==> src/rtl/csr_trace_serializer.sv <==
// csr_trace_serializer
// Commit-stage companion of the CSR unit. On a snapshot request it copies the
// whole CSR bundle into shadow registers and streams it out as a framed
// sequence of 64-bit words on a valid/ready trace port. It only observes CSRs.
//
// csr_pack[k] is the k-th 64-bit field of the CSR bundle in declaration order:
// csr_pack[0] is sstatus and csr_pack[26] is csr_ret. Frame layout is an
// optional header word {FRAME_TAG, 16'h0000, seq} followed by the 27 fields
// in that same order.

module csr_trace_serializer #(
    parameter int unsigned HEADER_EN = 1,
    parameter logic [15:0] FRAME_TAG = 16'hC5A0
) (
    input  logic              clk,
    input  logic              rstn,
    input  logic              snap_valid,
    input  logic [26:0][63:0] csr_pack,
    output logic              snap_busy,
    output logic              out_valid,
    output logic [63:0]       out_data,
    output logic [4:0]        out_idx,
    output logic              out_last,
    input  logic              out_ready,
    output logic [31:0]       frame_cnt,
    output logic [15:0]       drop_cnt
);

    localparam int unsigned NUM_FIELDS = 27;
    localparam int unsigned HDR        = (HEADER_EN != 0) ? 1 : 0;
    localparam int unsigned NUM_WORDS  = NUM_FIELDS + HDR;
    localparam logic [4:0]  LAST_IDX   = 5'(NUM_WORDS - 1);
    localparam logic [4:0]  HDR_OFS    = 5'(HDR);
    localparam logic [4:0]  FIELD_LIM  = 5'(NUM_FIELDS);

    typedef enum logic [0:0] {
        ST_IDLE = 1'b0,
        ST_SEND = 1'b1
    } state_t;

    // Sequential state
    state_t      state_q;
    logic [63:0] shadow_q [NUM_FIELDS];
    logic [31:0] seq_q;
    logic        out_valid_q;
    logic [63:0] out_data_q;
    logic [4:0]  out_idx_q;
    logic        out_last_q;
    logic        snap_busy_q;
    logic [31:0] frame_cnt_q;
    logic [15:0] drop_cnt_q;

    // Next-state helpers
    logic        handshake_d;
    logic        final_hs_d;
    logic        capture_d;
    logic        drop_d;
    logic [4:0]  next_idx_d;
    logic [4:0]  field_sel_d;
    logic [63:0] next_word_d;
    logic [63:0] first_word_d;

    // Handshake, capture/drop decisions and the next word to present.
    // A request is only taken when idle or on the final-word handshake, so
    // back-to-back frames run without a bubble.
    always_comb begin
        handshake_d  = out_valid_q && out_ready;
        final_hs_d   = handshake_d && out_last_q;
        capture_d    = snap_valid && ((state_q == ST_IDLE) || final_hs_d);
        drop_d       = snap_valid && (state_q == ST_SEND) && !final_hs_d;
        next_idx_d   = out_idx_q + 5'd1;
        field_sel_d  = next_idx_d - HDR_OFS;
        next_word_d  = 64'd0;
        if (field_sel_d < FIELD_LIM) begin
            next_word_d = shadow_q[field_sel_d];
        end
        // Word 0 is built from live inputs because the shadow copy is only
        // being written on this same edge.
        first_word_d = (HDR != 0) ? {FRAME_TAG, 16'h0000, seq_q} : csr_pack[0];
    end

    // Shadow copy of the CSR bundle, refreshed only when a capture is accepted
    // so later csr_pack changes cannot leak into a frame in flight.
    always_ff @(posedge clk) begin
        if (!rstn) begin
            for (int i = 0; i < NUM_FIELDS; i++) begin
                shadow_q[i] <= 64'd0;
            end
        end else if (capture_d) begin
            for (int i = 0; i < NUM_FIELDS; i++) begin
                shadow_q[i] <= csr_pack[i];
            end
        end
    end

    // Frame FSM with registered port outputs, sequence and statistics counters.
    always_ff @(posedge clk) begin
        if (!rstn) begin
            state_q     <= ST_IDLE;
            seq_q       <= 32'd0;
            out_valid_q <= 1'b0;
            out_data_q  <= 64'd0;
            out_idx_q   <= 5'd0;
            out_last_q  <= 1'b0;
            snap_busy_q <= 1'b0;
            frame_cnt_q <= 32'd0;
            drop_cnt_q  <= 16'd0;
        end else begin
            if (capture_d) begin
                seq_q <= seq_q + 32'd1;
            end
            if (final_hs_d) begin
                frame_cnt_q <= frame_cnt_q + 32'd1;
            end
            if (drop_d && (drop_cnt_q != 16'hFFFF)) begin
                drop_cnt_q <= drop_cnt_q + 16'd1;
            end

            case (state_q)
                ST_IDLE: begin
                    if (capture_d) begin
                        state_q     <= ST_SEND;
                        out_valid_q <= 1'b1;
                        snap_busy_q <= 1'b1;
                        out_idx_q   <= 5'd0;
                        out_last_q  <= 1'b0;
                        out_data_q  <= first_word_d;
                    end
                end
                ST_SEND: begin
                    if (handshake_d) begin
                        if (out_last_q) begin
                            if (capture_d) begin
                                // Chained frame: word 0 follows immediately.
                                out_valid_q <= 1'b1;
                                snap_busy_q <= 1'b1;
                                out_idx_q   <= 5'd0;
                                out_last_q  <= 1'b0;
                                out_data_q  <= first_word_d;
                            end else begin
                                state_q     <= ST_IDLE;
                                out_valid_q <= 1'b0;
                                snap_busy_q <= 1'b0;
                                out_idx_q   <= 5'd0;
                                out_last_q  <= 1'b0;
                            end
                        end else begin
                            out_idx_q  <= next_idx_d;
                            out_data_q <= next_word_d;
                            out_last_q <= (next_idx_d == LAST_IDX);
                        end
                    end
                end
                default: begin
                    state_q     <= ST_IDLE;
                    out_valid_q <= 1'b0;
                    snap_busy_q <= 1'b0;
                end
            endcase
        end
    end

    assign snap_busy = snap_busy_q;
    assign out_valid = out_valid_q;
    assign out_data  = out_data_q;
    assign out_idx   = out_idx_q;
    assign out_last  = out_last_q;
    assign frame_cnt = frame_cnt_q;
    assign drop_cnt  = drop_cnt_q;

endmodule

==> config.mk <==
export PLATFORM = sky130hd
export DESIGN_NAME = csr_trace_serializer
export DESIGN_NICKNAME = d
export VERILOG_FILES = /design/src/rtl/csr_trace_serializer.sv
export SDC_FILE = /design/constraint.sdc
export NUM_CORES = 2
export LEC_CHECK = 0
export BUFFER_PORTS_ARGS = -buffer_cell sky130_fd_sc_hd__buf_2
export CORE_AREA = 2 2 726 728
export DETAILED_ROUTE_END_ITERATION = 10
export DIE_AREA = 0 0 728 730
export GPL_TIMING_DRIVEN = 0
export PLACE_DENSITY = 0.43
export SLEW_MARGIN = 20
export SYNTH_ARGS = -nofsm -noshare
export SYNTH_HDL_FRONTEND = slang
export SYNTH_SLANG_ARGS = --single-unit
==> constraint.sdc <==
create_clock -name clk -period 61.9 [get_ports clk]
set_input_delay 9.285 -clock clk [delete_from_list [all_inputs] [get_ports clk]]
set_output_delay 9.285 -clock clk [all_outputs]
set_load 0.1 [all_outputs]
==> results by group <==
Worst setup path
  • Endpoint class of the critical path: flip-flop
  • Kind of critical path: in -> reg
  • CP required: 62.49 ns
  • Slack of the worst reg-to-reg path: 56.52 ns
  • Reg2Reg Depth: 8
  • Worst setup SP type: input pin
  • Crit path DAT: 13.62 ns
  • Max FO, Critical Path: 51

Flow run
  • Max cap viols: 0

Finish
  • Area of the multi-input gates: 27,500 µm²
  • Layout Nets: 9,939
  • Register area: 54,900 µm²
  • Filler instances: 56.5k
  • Area growth, synth to finish: 34.3%
  • Share of cells above drive strength 1: 34.7%

Power
  • Combinational Power Share: 11.4%
  • PwrDens: 29.8 nW/µm²
  • Sequential share of power: 45.1%
  • Sw frac: 27.1%
  • Clock power frac: 43.6%
  • Pleak: 47.4 nW
  • Psw: 0.917 mW
  • Pint: 2.47 mW
  • Peak supply drop: 28.8 µV

Timing
  • Period Utilization, post-route: 21.1%
  • Final Max Slew Viols: 0
  • Final setup vio count: 0
  • Worst slew margin: 14.5%
  • Fin Setup TNS: 0 ns
  • Measured slew at the worst slew-check pin: 1.28 ns
  • Min Hold Slack: 0.454 ns
  • Min Tclk post-route: 13.03 ns
  • F_max: 0.0767 GHz
  • Final hold vios: 0
  • Clk_skew: 0.100 ns
  • Unrepaired setup endpoints after global routing: false

Die
  • # rows: 266
  • Die height: 730 µm
  • Initial Util: 16.2%
  • Die X-Extent: 728 µm
  • Die Area: 531,000 µm²
  • Core area: 524,000 µm²
  • Number of I/O pins: 1,852

Routing
  • Drt total wl: 592,000 µm
  • Starting DRT DRC Count: 6,885
  • Post-route ant nets: 0
  • DR vias: 65.5k
  • Initial DRT Pass Iterations: 6
  • Vias/cell: 4.19
  • DRC: 0
  • WL/cell: 37.8 µm

Clock tree
  • Hold_buf cts: 0
  • Post-CTS sizing: 0
  • CTS buffer count: 236
  • CTS tree: done
  • Post-CTS setup buffer count: 0
  • Clock transition at the registers of the reported paths: 0.06 ns
  • Root buf cell: clkbuf_16
  • Maximum clock insertion buffer count: 4
  • TritonCTS Sinks: 1,880
  • Clk Latency, worst-skew pair: 0.97 ns
  • CTS H-Tree Depth: 4

Place
  • Post-DP HPWL: 498,000 µm
  • Gpl congestion: 0.904
  • PortBufs: 1,851

Yosys
  • #FFs+latches synth: 1,880
  • Predominant post-synthesis flop cell: edfxtp_1
  • Number of synthesized flops with an enable pin: 1,728
  • Synth Net Count: 7,763
  • Ys async rst share: 0%
  • Seq/Total Area, Yosys: 64.9%
  • Synth Cell Area: 84,600 µm²
  • Post-Syn Area per Cell: 14.0 µm²
  • Post-synthesis cell type count: 59
  • Ys Warns: 0
  • Mapped Cells: 6,025

Hold path
  • Hold Path Depth: 2
  • Worst min-delay path category: reg -> reg

Status
  • Outcome: finished clean

Global route
  • First-pass GRT wire length: 722,000 µm
  • Global route overflow: 0
  • Vias in the first global route: 64.0k
  • Largest net degree at the start of global routing: 57
  • Initial antenna violation count: 450
  • Met1 usage: 26.2%
  • Gr busiest metal: met2
  • M3 GR Usage: 5.21%
  • Routing usage on met2: 36.7%
  • Overall Global Routing Usage: 21.4%
cell families (layout without fill, tap and decap cells):
kind of cell    Yosys count  after routing  share of synthesized area (%)
xor+xnor                 64             64                          0.680
other cells               0            271                              0
fa+ha+maj                 6              6                         0.0887
buf+inv                 561           2933                           2.71
flops                  1880           1880                           64.9
mux                     455            455                           11.1
simple gates           2732           2732                           18.3
compound gates          327            327                           2.30
metal layers:
layer / part of all wire [%] / vias to the layer above
li1: - / 27636
met1: 40 / 33417
met2: 49 / 3347
met3: 7.4 / 971
met4: 3.8 / 106
met5: 0.11 / -
worst paths after layout:
check / start / endpoint
worst max register to register: out_idx[0] / out_data[29]
worst min register to register: out_data[45] / out_data[45]
worst min-delay path: out_data[45] / out_data[45]
worst max-delay path: rstn / shadow_q[10][11]
cells in the mapped netlist (all sizes together) (28+ instances only):
cell / n / area share, %
mux4: 384 / 10
o21ai: 84 / 0.51
mux2i: 71 / 0.84
xnor2: 50 / 0.54
dfxtp: 152 / 3.6
buf: 129 / 0.79
and2: 638 / 4.7
clkbuf: 422 / 1.9
and3: 1163 / 8.6
nor3: 72 / 0.44
nand4: 28 / 0.22
nand3: 233 / 1.4
nor2: 79 / 0.35
a31oi: 32 / 0.24
o221ai: 31 / 0.32
nand2: 461 / 2.0
edfxtp: 1728 / 61
a21oi: 140 / 0.84
sequential cells by signal, indices dropped and copies added, names as in the netlist:
signal and cells:
frame_cnt 32, snap_busy 1, out_idx 5, drop_cnt 16, out_data 64, out_last 1, seq_q 32, shadow_q 1728
state_q 1
placed cells by master, fill, tap and decap left out, types with 73 or more instances in the layout:
cell       count
a21oi_1      138
and2_1       638
and3_1      1163
buf_2       1954
clkbuf_1     360
clkbuf_16    238
clkbuf_2      93
dfxtp_1      152
diode_2      271
edfxtp_1    1728
mux4_2       384
nand2_1      459
nand3_1      232
nor2_1        76
o21ai_0       73
critical path, cell delays in order:
cell and delay, ns:
buf_2 0.12, clkbuf_1 0.38, clkbuf_2 0.53, clkbuf_2 0.38
buf_16 0.23, nand2_4 0.34, buf_16 0.29, buf_16 0.30
buf_16 0.27, buf_16 0.27, buf_16 0.30, buf_16 0.29
buf_16 0.29
per-stage QoR:
| stage | setup WS, ns | power [mW] | instances | cell area [µm²] | util, % |
|---|---|---|---|---|---|
| after CTS | 48.96 | 3.43 | 15365 | 113000 | 21.6 |
| final | 48.87 | 3.39 | 15636 | 114000 | 21.7 |
| after global placement | -19.77 | 2.14 | 14844 | 103000 | 19.6 |
| after detailed placement | 47.92 | 1.94 | 14931 | 105000 | 20.1 |
| after floorplan | 12.44 | 1.82 | 6025 | 84600 | - |
| after global routing | 48.78 | 3.49 | 15471 | 113000 | 21.6 |
area by class of cell:
type | count | share of cell area (%)
sequential | 1880 | 48.3
multi-input combinational | 3584 | 24.2
timing repair buffer | 1938 | 10.0
tap | 6968 | 7.67
clock buffer | 283 | 5.43
buffer | 551 | 2.12
clock inverter | 151 | 1.60
antenna | 271 | 0.597
inverter | 10 | 0.0330
power groups by stage:
stage	combinational (mW)	clock [mW]	sequential [mW]
CTS	0.392	1.51	1.53
global placement	0.373	0	1.77
floorplan	0.138	0	1.68
detailed placement	0.391	0	1.55
global route	0.405	1.55	1.53
finish	0.385	1.48	1.53
Power figures use the tool's default switching activity.
